### config.mk
export PLATFORM = sky130hd
export DESIGN_NAME = uart_rx_deframer
export DESIGN_NICKNAME = d
export VERILOG_FILES = /design/src/rtl/uart_rx_deframer.sv
export SDC_FILE = /design/constraint.sdc
export NUM_CORES = 1
export LEC_CHECK = 0
export ABC_CLOCK_PERIOD_IN_PS = 3000
export BUFFER_PORTS_ARGS = -buffer_cell sky130_fd_sc_hd__buf_2
export CAP_MARGIN = 20
export CORE_MARGIN = 3
export CORE_UTILIZATION = 25
export CTS_CLUSTER_DIAMETER = 100
export DETAILED_ROUTE_END_ITERATION = 10
export MAX_ROUTING_LAYER = met4
export PLACE_DENSITY = 0.43
export SETUP_SLACK_MARGIN = 0.1
export SLEW_MARGIN = 20
export SYNTH_ARGS = -nofsm -noshare
export SYNTH_HDL_FRONTEND = slang
export SYNTH_SLANG_ARGS = --single-unit
### constraint.sdc
create_clock -name clk -period 3 [get_ports clk]
set_clock_uncertainty 0.05 [all_clocks]
set_input_delay 0.3 -clock clk [delete_from_list [all_inputs] [get_ports clk]]
set_output_delay 0.3 -clock clk [all_outputs]
set_load 0.005 [all_outputs]
### src/rtl/uart_rx_deframer.sv
// UART receive deframer: synchronizes rx, majority-votes three mid-bit samples per bit,
// assembles LSB-first data and reports each frame as a one-cycle valid or framing-error pulse.
module uart_rx_deframer #(
  parameter int DATA_BITS   = 8,
  parameter int DIVISION    = 16,
  parameter int SYNC_STAGES = 2
) (
  input  logic                 clk,
  input  logic                 rst_n,
  input  logic                 sample_tick,
  input  logic                 rx,
  output logic [DATA_BITS-1:0] rx_data,
  output logic                 rx_valid,
  output logic                 frame_err,
  output logic                 busy
);

  localparam int CNT_W = $clog2(DIVISION);
  localparam int BIT_W = $clog2(DATA_BITS + 1);
  localparam int M     = DIVISION / 2;

  localparam logic [CNT_W-1:0] T_S0   = CNT_W'(M - 1);
  localparam logic [CNT_W-1:0] T_S1   = CNT_W'(M);
  localparam logic [CNT_W-1:0] T_S2   = CNT_W'(M + 1);
  localparam logic [CNT_W-1:0] T_LAST = CNT_W'(DIVISION - 1);
  localparam logic [BIT_W-1:0] B_LAST = BIT_W'(DATA_BITS - 1);

  typedef enum logic [1:0] {IDLE, START, DATA, STOP} state_t;

  function automatic logic maj3(input logic [2:0] s);
    return (s[0] & s[1]) | (s[0] & s[2]) | (s[1] & s[2]);
  endfunction

  logic [SYNC_STAGES-1:0] sync_q;
  logic                   rx_s;

  state_t                 state_q, state_d;
  logic [CNT_W-1:0]       tick_cnt_q, tick_cnt_d;
  logic [BIT_W-1:0]       bit_cnt_q, bit_cnt_d;
  logic [2:0]             smp_q, smp_d;
  logic [DATA_BITS-1:0]   shift_q, shift_d;
  logic [DATA_BITS-1:0]   rx_data_d;
  logic                   armed_q, armed_d;
  logic                   rx_valid_d, frame_err_d;
  logic                   vote;

  // Input synchronizer: resets to the idle line level
  always_ff @(posedge clk or negedge rst_n) begin
    if (!rst_n) sync_q <= '1;
    else        sync_q <= {sync_q[SYNC_STAGES-2:0], rx};
  end
  assign rx_s = sync_q[SYNC_STAGES-1];

  // Voting on the updated sample set lets STOP decide on the very tick of its last sample
  assign vote = maj3(smp_d);

  always_comb begin
    state_d     = state_q;
    tick_cnt_d  = tick_cnt_q;
    bit_cnt_d   = bit_cnt_q;
    smp_d       = smp_q;
    shift_d     = shift_q;
    armed_d     = armed_q;
    rx_data_d   = rx_data;
    rx_valid_d  = 1'b0;
    frame_err_d = 1'b0;

    if (sample_tick && state_q != IDLE) begin
      if (tick_cnt_q == T_S0) smp_d[0] = rx_s;
      if (tick_cnt_q == T_S1) smp_d[1] = rx_s;
      if (tick_cnt_q == T_S2) smp_d[2] = rx_s;
      tick_cnt_d = (tick_cnt_q == T_LAST) ? '0 : tick_cnt_q + 1'b1;
    end

    if (sample_tick) begin
      unique case (state_q)
        IDLE: begin
          armed_d    = rx_s;
          tick_cnt_d = '0;
          if (armed_q && !rx_s) begin
            // The detecting tick is tick 0, so the next tick processed is tick 1
            state_d    = START;
            tick_cnt_d = CNT_W'(1);
          end
        end
        START: begin
          if (tick_cnt_q == T_LAST) begin
            if (!vote) begin
              state_d   = DATA;
              bit_cnt_d = '0;
            end else begin
              state_d    = IDLE;
              tick_cnt_d = '0;
            end
          end
        end
        DATA: begin
          if (tick_cnt_q == T_LAST) begin
            shift_d              = shift_q >> 1;
            shift_d[DATA_BITS-1] = vote;
            bit_cnt_d            = bit_cnt_q + 1'b1;
            if (bit_cnt_q == B_LAST) state_d = STOP;
          end
        end
        STOP: begin
          if (tick_cnt_q == T_S2) begin
            rx_data_d   = shift_q;
            rx_valid_d  = vote;
            frame_err_d = !vote;
            armed_d     = vote;
            state_d     = IDLE;
            tick_cnt_d  = '0;
          end
        end
        default: state_d = IDLE;
      endcase
    end
  end

  always_ff @(posedge clk or negedge rst_n) begin
    if (!rst_n) begin
      state_q    <= IDLE;
      tick_cnt_q <= '0;
      bit_cnt_q  <= '0;
      smp_q      <= '0;
      shift_q    <= '0;
      armed_q    <= 1'b0;
      rx_data    <= '0;
      rx_valid   <= 1'b0;
      frame_err  <= 1'b0;
    end else begin
      state_q    <= state_d;
      tick_cnt_q <= tick_cnt_d;
      bit_cnt_q  <= bit_cnt_d;
      smp_q      <= smp_d;
      shift_q    <= shift_d;
      armed_q    <= armed_d;
      rx_data    <= rx_data_d;
      rx_valid   <= rx_valid_d;
      frame_err  <= frame_err_d;
    end
  end

  assign busy = (state_q != IDLE);

endmodule

# After elaboration in Yosys (flattened, before gate mapping)
# Cells that the tools add are included.
# W data, S select, Z words.
dict set report classes {
  div 0
  n_reduce_logical 13
  mul 0
  n_mux 31
  n_bitwise 5
  order_cmp 0
  n_shift 0
  eq_ne 14
  add_sub_neg 2
}
# operator count
set op_table {}
lappend op_table {{$mux W4} 9}
lappend op_table {{$eq A4 B4 Y1 const B} 3}
lappend op_table {{$mux W2} 6}
lappend op_table {{$ne A2 B2 Y1 const B} 6}
lappend op_table {{$pmux W4 S3} 1}
lappend op_table {{$mux W1} 11}
lappend op_table {{$reduce_and A3 Y1} 3}
lappend op_table {{$add A4 B1 Y4 const B} 2}
lappend op_table {{$eq A4 B3 Y1 const B} 2}
lappend op_table {{$pmux W2 S4} 1}
lappend op_table {{$pmux W4 S2} 1}
lappend op_table {{$reduce_and A6 Y1} 1}
lappend op_table {{$reduce_bool A2 Y1} 3}
lappend op_table {{$reduce_and A5 Y1} 1}
lappend op_table {{$eq A2 B2 Y1 const B} 2}
lappend op_table {{$and A1 B1 Y1} 3}
lappend op_table {{$mux W3} 1}
lappend op_table {{$eq A2 B1 Y1 const B} 1}
lappend op_table {{$logic_and A1 B1 Y1} 2}
lappend op_table {{$logic_not A1 Y1} 2}
lappend op_table {{$logic_not A2 Y1} 1}
lappend op_table {{$or A1 B1 Y1} 2}
lappend op_table {{$pmux W1 S2} 1}
dict set report word_totals {
  word_cells 75
  output_inout_bits 11
  ff_bits 34
  ram_bits 0
  rom_bits 0
  input_bits 4
  mem_count 0
  latchBits 0
}

# Depth between registers and ports, before layout
# Gate-level depths: netlist of run 1.
dict set report logic_depth {
  depth_word 10
  ltp_mapped 7
  depth_no_buf 7
}

# Least setup slack after synthesis of run 1
# Ideal clock, no wire load.
dict set report synth_path {
  path_kind {register to register}
  from {register tick_cnt_q[0]}
  to {register armed_q}
  setup_ns 0.139
  synth_period_minus_slack_ns 1.752
  arrival_time_ns 1.564
  required_time_ns 2.811
  path_slack_ns 1.248
  n_path_buf 0
  path_stages_with_launch 8
  path_cell_list {dfrtp_1 > inv_1 > ha_1 > and3b_1 > and3_4 > nor4_2 > o21a_1 > o221ai_1}
}
dict set report synth_between {
  elab_chain_cells 8
  elab_cells_between_ends 16
  classes_between {4 x eq/ne; 6 x mux; 5 x bitwise; 1 x reduce/logical}
}
# item line_no
set synth_lines {}
lappend synth_lines {{from (decl)} 38} ;# logic [CNT_W-1:0] tick_cnt_q, tick_cnt_d;
lappend synth_lines {{from (signal assigned)} 133} ;# tick_cnt_q <= tick_cnt_d;
lappend synth_lines {{$eq A4 B3 Y1 (tied with other cells)} 69} ;# if (tick_cnt_q == T_S0) smp_d[0] = rx_s;
lappend synth_lines {{$mux W1, on equally long branches} {69, 70, 71}}
lappend synth_lines {{$mux W3} 68} ;# if (sample_tick && state_q != IDLE) begin
lappend synth_lines {{$and A1 B1 Y1} 31} ;# return (s[0] & s[1]) | (s[0] & s[2]) | (s[1] & s[2]);
lappend synth_lines {{$or A1 B1 Y1 (2 in a row)} 31}
lappend synth_lines {{$mux W1} 106} ;# if (tick_cnt_q == T_S2) begin
lappend synth_lines {{$pmux W1 S2} 76} ;# unique case (state_q)
lappend synth_lines {{to (signal assigned)} 137} ;# armed_q <= armed_d;
lappend synth_lines {{to (decl)} 43} ;# logic armed_q, armed_d;
# Several ways; a longest one is shown, not always the timed one. The select of a mux whose other input is x is not followed.
# A chain may end at the register's enable or synchronous reset.

# Worst setup path after layout of run 1
dict set report layout_path {
  from {register tick_cnt_q[1]}
  to {register rx_data[1]}
}
dict set report layout_between {
  elab_chain_cells 2
}
# item line_no
set layout_lines {}
lappend layout_lines {{$eq A4 B4 Y1} 106}
lappend layout_lines {{$reduce_and A3 Y1 (no source line)} -}
lappend layout_lines {{to (signal assigned)} 138} ;# rx_data <= rx_data_d;
lappend layout_lines {{to (decl)} 12} ;# output logic [DATA_BITS-1:0] rx_data,
# No other way between the ends.

==> results.md, run 1 <==
- Post-synth ARST share: 100%
- Remaining DRCs: 0
- Sink Count: 34
- Maxcap violations: 0
- Worst slew margin: between 40% and 50%
- Mapped Avg Cell Area: 10.3 um2
- Row count: 28
- Core Area: 0.00617 mm2
- Via count: 1198
- Status: completed
- Syn Inst Count: 160
- Diodes inserted: 0
- Worst vdd ir: 0.306 mV
- Vias in the first global route: 1253
- Worst slew pin tran: 767 ps
- DR iter-0 viols: 60
- Yosys warnings: 0
- CTS tree: built
- First-pass GRT wire length: around 6 mm
- Placed Area: around 0.0018 mm2
- CTS root buf: clkbuf_8
- DR pass1 iterations: 4
- CP Data Required Time: 3120 ps
- Die Span Y: 87.2 um
- Routed WL: 3.41 mm
- Initial antenna violation count: 0
- Top_reg_cell synth: dfrtp_1
- CP Max Fanout: 10
- Port bufs: 14
- H-tree depth: 2
- Layout Utilization: 30.9%
- Post CTS Setup Buffer Count: 0
- Vias per std cell: 4.79
- Max Slew Vio Count: 0
- Share of cells above drive strength 1: about 22%
- CP peak stage delay: 640 ps
- DPL Wire Length: between 2 and 2.5 mm
- Crit path cell chain: inv_1 > ha_1 > nand2_1 > nor4_4 > mux2_2
- Syn Std Cell Area: 0.00165 mm2
- RSZ-0062 raised after global routing: false
- Starting Density: 26.7%
- Total GRT Usage: a little over a tenth
- Layout fillers: around 650
- Pwr dens: between 700 and 800 mW/mm2
- CTS max path bufs: 2
- DRT antenna net count: 0
- Setup TNS: 0 ps
- Post-Layout Cell Count: 250
- P_leak: approximately 0.95 nW
- Fin. Hold Viols: 0
- Seq cells post-synth: 34
- Pin count of the biggest net entering global routing: 35
- Worst-path clk slew: approximately 70 ps
- Critical path capture point type: flop
- Routed length per instance: approximately 14 um
- Inst Count DP: 242
- Worst-Skew Late Latency: 290 ps
- Reg2Reg Setup Slack: 910 ps
- Worst Path Arrival: 2210 ps
- Number of distinct library cells after synthesis: between 40 and 50
- IO Count: 15
- GP Congestion: 0.719
- Mapped Nets: 168
- Area Growth Syn to Fin: 15.7%
- Total gr overflow: 0
- Post-CTS sizing: 0
- Fmax: 478 MHz
- Crit Path Category: reg2reg
- Final period util: 69.7%
- Slowest CP cell: nor4_4
- Die Width: around 87 um
- Register area share after synthesis: 51.7%
- CP Launch Type: flop
- Die area: 0.00761 mm2
- Hold Crit Class: in2async
- Layout Nets: 182
- Hold buffers post-CTS: 0
- Final Instance Area: 0.00191 mm2
- Final setup violation count: 0
- Num CTS Buffers: 5
- Worst hold slack: between 30 and 40 ps
- Post-layout min period: 2090 ps
- Post-synth EDFFs: 0
state kept, by name, summed over array words and instances, names as in the netlist, named ones only:
| signal | flops |
|---|---|
| rx_valid | 1 |
| bit_cnt_q | 4 |
| shift_q | 8 |
| frame_err | 1 |
| rx_data | 8 |
| armed_q | 1 |
| tick_cnt_q | 4 |
| state_q | 1 |
| smp_q | 3 |
| sync_q | 2 |
critical path, delay by kind of cell, from the launching register on:
kind                     cells  cell delay (ps)
multiplexers                 1              410
buffers and inverters        1              130
flip-flops                   1              400
adder cells (fa/ha/maj)      1              220
AND/OR/NAND/NOR              2              760
final cells by class:
type,instances,area [um2],area share [%]
Clock buffer,6,82.6,4.33
Sequential cell,34,853,44.7
Tap cell,75,93.8,4.92
Multi-Input combinational cell,110,714,37.4
Clock inverter,2,60.1,3.15
Timing Repair Buffer,14,70.1,3.67
Inverter,9,33.8,1.77
cells by family (layout without fill, tap and decap cells):
group           Yosys count  count (layout)  share of synthesized area [%]
simple gates             66              66                           20.2
fa+ha+maj                 4               4                           3.04
buf+inv                  16              31                           4.93
xor+xnor                  3               3                           1.59
flops                    34              34                           51.7
compound gates           28              28                           12.4
mux                       9               9                           6.07
final timing paths:
| kind | from | depth (start not counted) | end |
|---|---|---|---|
| max | tick_cnt_q[1] | 5 | rx_data[1] |
| min in group clk | rx | 1 | sync_q[0] |
| min reg2reg | sync_q[0] | 0 | sync_q[1] |
| max in group asynchronous | rst_n | 1 | bit_cnt_q[2] |
| max reg2reg | tick_cnt_q[1] | 5 | rx_data[1] |
| min | rst_n | 1 | smp_q[1] |
synthesized netlist by cell type, types with 3 or more instances:
cell	count	area share [%]
nand2_1	35	8.0
dfrtp_1	32	49
inv_1	9	2.0
nor2_1	9	2.0
mux2_2	8	5.5
a21oi_1	5	1.5
ha_1	4	3.0
buf_4	3	1.4
nor3_1	3	0.91
o21ai_0	3	0.91
o21ai_1	3	0.91
xor2_1	3	1.6
report_power, final:
| part | total (mW) | switching, mW | internal [mW] |
|---|---|---|---|
| Clock | 0.527 | 0.172 | 0.355 |
| Combinational | 0.325 | 0.185 | 0.141 |
| Sequential | 0.622 | 0.106 | 0.515 |
| Total | 1.47 | 0.464 | 1.01 |
metal layers:
| layer | up-vias | wire length [um] | track usage [%] | part of all wire, % |
|---|---|---|---|---|
| li1 | 572 | - | - | - |
| met1 | 596 | 1570 | 12.9 | 46 |
| met2 | 24 | 1670 | 16.4 | 49 |
| met3 | 6 | 107 | 2.65 | 3.1 |
| met4 | 0 | 58 | 3.91 | 1.7 |
| met5 | - | 0 | - | 0 |
per-stage QoR:
step / setup WS [ps] / total power, mW
final: 908 / 1.47
after global routing: 767 / 1.57
after CTS: 884 / 1.49
after detailed placement: 900 / 0.955
after global placement: 912 / 0.949
after floorplan: 1250 / 0.895
layout by cell type, fill, tap and decap left out, types with 3 or more instances in the layout:
cell and count:
nand2_1 35, dfrtp_1 32, buf_2 14, inv_1 9
nor2_1 9, mux2_2 8, clkbuf_8 6, a21oi_1 5
ha_1 4, nor3_1 3, xor2_1 3, o21ai_0 3
o21ai_1 3
Note: power is estimated with default switching activity, not from simulation.
==> run 2, diff against run 1 <==
- ABC_CLOCK_PERIOD_IN_PS: 3000 -> 1800
- PLACE_DENSITY: 0.43 -> 0.45
- clock period: 3 -> 1.8 ns (I/O delays scaled with it)
==> run 2 against run 1 <==
The flow now finishes with violations (negative setup slack). Utilization up 4.8 points. Die area unchanged. Non-clock buffer count up 19. Combinational power rose to 2.9 times the previous value. Flip-flop and latch count unchanged. Clock power up 61%. Wire length up 13%. Hold slack better by 180 ps. Worst setup slack worse by 920 ps.
==> results.md, run 2 (synthesized netlist as in run 1, its figures left out) <==
- CP peak stage delay: 420 ps (-220 ps)
- Pwr dens: 1260 mW/mm2 (+63%)
- Final Instance Area: 0.00221 mm2 (+16%)
- Sink Count: 34 (unchanged)
- Num CTS Buffers: 5 (unchanged)
- Worst hold slack: 215 ps (+182 ps)
- Failing checks: negative setup slack
- Reg2Reg Depth: 7 (+2)
- Reg-to-reg startpoint: tick_cnt_q[1]
- CP Max Fanout: 5 (-5)
- Worst slew pin tran: 457 ps (-310 ps)
- CTS root buf: clkbuf_8
- Core Area: 0.00617 mm2 (unchanged)
- Status: complete, but fails checks
- Share of cells above drive strength 1: 40.2% (+18 points)
- DPL Wire Length: 2.61 mm (+8.5%)
- Worst-Skew Late Latency: 290 ps (about the same)
- RSZ-0062 raised after global routing: true
- Commonest non-fill, non-tap cells in the layout: nand2_1, dfrtp_1, buf_2, buf_4, inv_1
- Routed length per instance: 14.3 um (+4.9%)
- Total gr overflow: 0 (unchanged)
- Fmax: 553 MHz (+16%)
- GP Congestion: 0.823 (+15%)
- CTS tree: built
- Area Growth Syn to Fin: 33.8%
- Most common cell after layout, fill and taps aside: nand2_1
- Port bufs: 14 (unchanged)
- Critical path startpoint: tick_cnt_q[1]
- WP depth: 7 (+2)
- Crit path cell chain: inv_2 > ha_4 > nand3b_1 > o21a_2 > nor4_4 > o211a_1 > o21ai_1
- Worst Path Buf+Inv: 1 (unchanged)
- Total GRT Usage: 10.9% (+0.51 points)
- P_leak: 1.07 nW (+13%)
- Worst vdd ir: 0.447 mV (+46%)
- CP Launch Type: flop
- Max Slew Vio Count: 0 (unchanged)
- DR pass1 iterations: 4 (unchanged)
- Diodes inserted: 0 (unchanged)
- Starting Density: 26.7% (unchanged)
- Remaining DRCs: 0 (unchanged)
- Critical path capture point type: flop
- Die Span Y: 87.2 um (unchanged)
- Power Total: 2.79 mW (+89%)
- Initial antenna violation count: 0 (unchanged)
- RR Endpoint: bit_cnt_q[0]
- Final setup violation count: 1 (+1)
- Routed WL: 3.85 mm (+13%)
- Via count: 1263 (+5.4%)
- Maxcap violations: 0 (unchanged)
- CTS max path bufs: 2 (unchanged)
- HP Start: sample_tick
- Pin count of the biggest net entering global routing: 20 (-43%)
- Met2 usage: 16.4% (+0.069 points)
- Global routing usage on met3: 2.65% (unchanged)
- Row count: 28 (unchanged)
- DRT antenna net count: 0 (unchanged)
- Cell family with most CP delay: compound AO/OA/AOI/OAI gates
- Gr busiest metal: met2
- Slowest CP cell: dfrtp_1
- Setup crit end: bit_cnt_q[0]
- Worst-path clk slew: 70 ps (about the same)
- Vias in the first global route: 1281 (+2.2%)
- CP Data Required Time: 1920 ps (-1200 ps)
- Layout Nets: 201 (+10%)
- Met1 GRT Util: 14.0% (+1.1 points)
- Reg2Reg Setup Slack: -9 ps (-920 ps)
- Post-layout min period: 1810 ps (-283 ps)
- IO Count: 15 (unchanged)
- Hold Crit Class: in2reg
- Worst Path Arrival: 1930 ps (-280 ps)
- H-tree depth: 2 (unchanged)
- Vias per std cell: 4.70 (-2.0%)
- Worst slew margin: 69.5% (+21 points)
- Final period util: 101% (+31 points)
- Die area: 0.00761 mm2 (unchanged)
- Fin. Hold Viols: 0 (unchanged)
- Die Width: 87.2 um (unchanged)
- DR iter-0 viols: 51 (-15%)
- Crit Path Category: reg2reg
- Largest registers: rx_data (8), shift_q (8)
- First-pass GRT wire length: 6.24 mm (+3.9%)
- Post-route worst setup slack: -9.08 ps (-917 ps)
- Placed Area: 0.00189 mm2 (+7.3%)
## run 2: cell count changes in the layout (fill, tap and decap cells not counted), moves of 3 or more
cell    delta
ha_1       -3
mux2_2     -5
nor2_1     -4
buf_4     +14
mux2_4     +5
nor2_2     +4
## run 2: metrics by stage
step / TNS (ps) / setup slack [ps] / std cells / utilization (%)
global placement: -47.7 / -29.0 / 253 / 30.7
finish: -9.08 / -9.08 / 269 / 35.8
floorplan: 0 / 96.0 / 160 / -
global route: -463 / -83.1 / 269 / 35.8
detailed placement: -226 / -63.6 / 253 / 30.7
CTS: -38.7 / -19.3 / 265 / 34.1
## run 2: final cells by class
type,count,area (um2)
fill,629,3960
sequential,34,856
multi-input combinational,110,835
timing repair buffer,33,251
tap,75,93.8
clock buffer,5,68.8
clock inverter,3,68.8
inverter,9,33.8
## run 2: how the worst min path moves through the flow
stage,end,slack (ps),depth (start not counted)
after floorplan,asynchronous set/reset pin,-170,0
after global placement,tick_cnt_q[3],100,1
after detailed placement,tick_cnt_q[3],100,1
after CTS,tick_cnt_q[0],190,2
after global routing,tick_cnt_q[0],220,2
final,tick_cnt_q[0],210,2
## run 2: routing by layer
layer  routed length (um)  share of wire (%)  vias up
li1                     -                  -      608
met1                 1900                 49      629
met2                 1750                 46       18
met3                  119                3.1        8
met4                   73                1.9        0
met5                    0                  0        -
## run 2: worst register-to-register path, delay by kind of cell (launching register included)
kind	cells	cell delay [ps]
AO/OA/AOI/OAI	3	630
AND/OR/NAND/NOR	2	320
buffers and inverters	1	120
adder cells (fa/ha/maj)	1	150
flip-flops	1	420
## run 2: power by group
part / internal [mW] / switching (mW)
Combinational: 0.446 / 0.491
Clock: 0.555 / 0.295
Sequential: 0.864 / 0.134
## run 2: what timing repair did
| action | CTS | global route |
|---|---|---|
| resized for setup | 8 | 17 |
| cloned | 0 | 1 |
| buffers inserted | 2 | 3 |
| pin swaps | 9 | 7 |
| hold endpoints to repair | 17 | 0 |
| endpoints found under the setup margin | 18 | 28 |
| hold buffers | 2 | 0 |
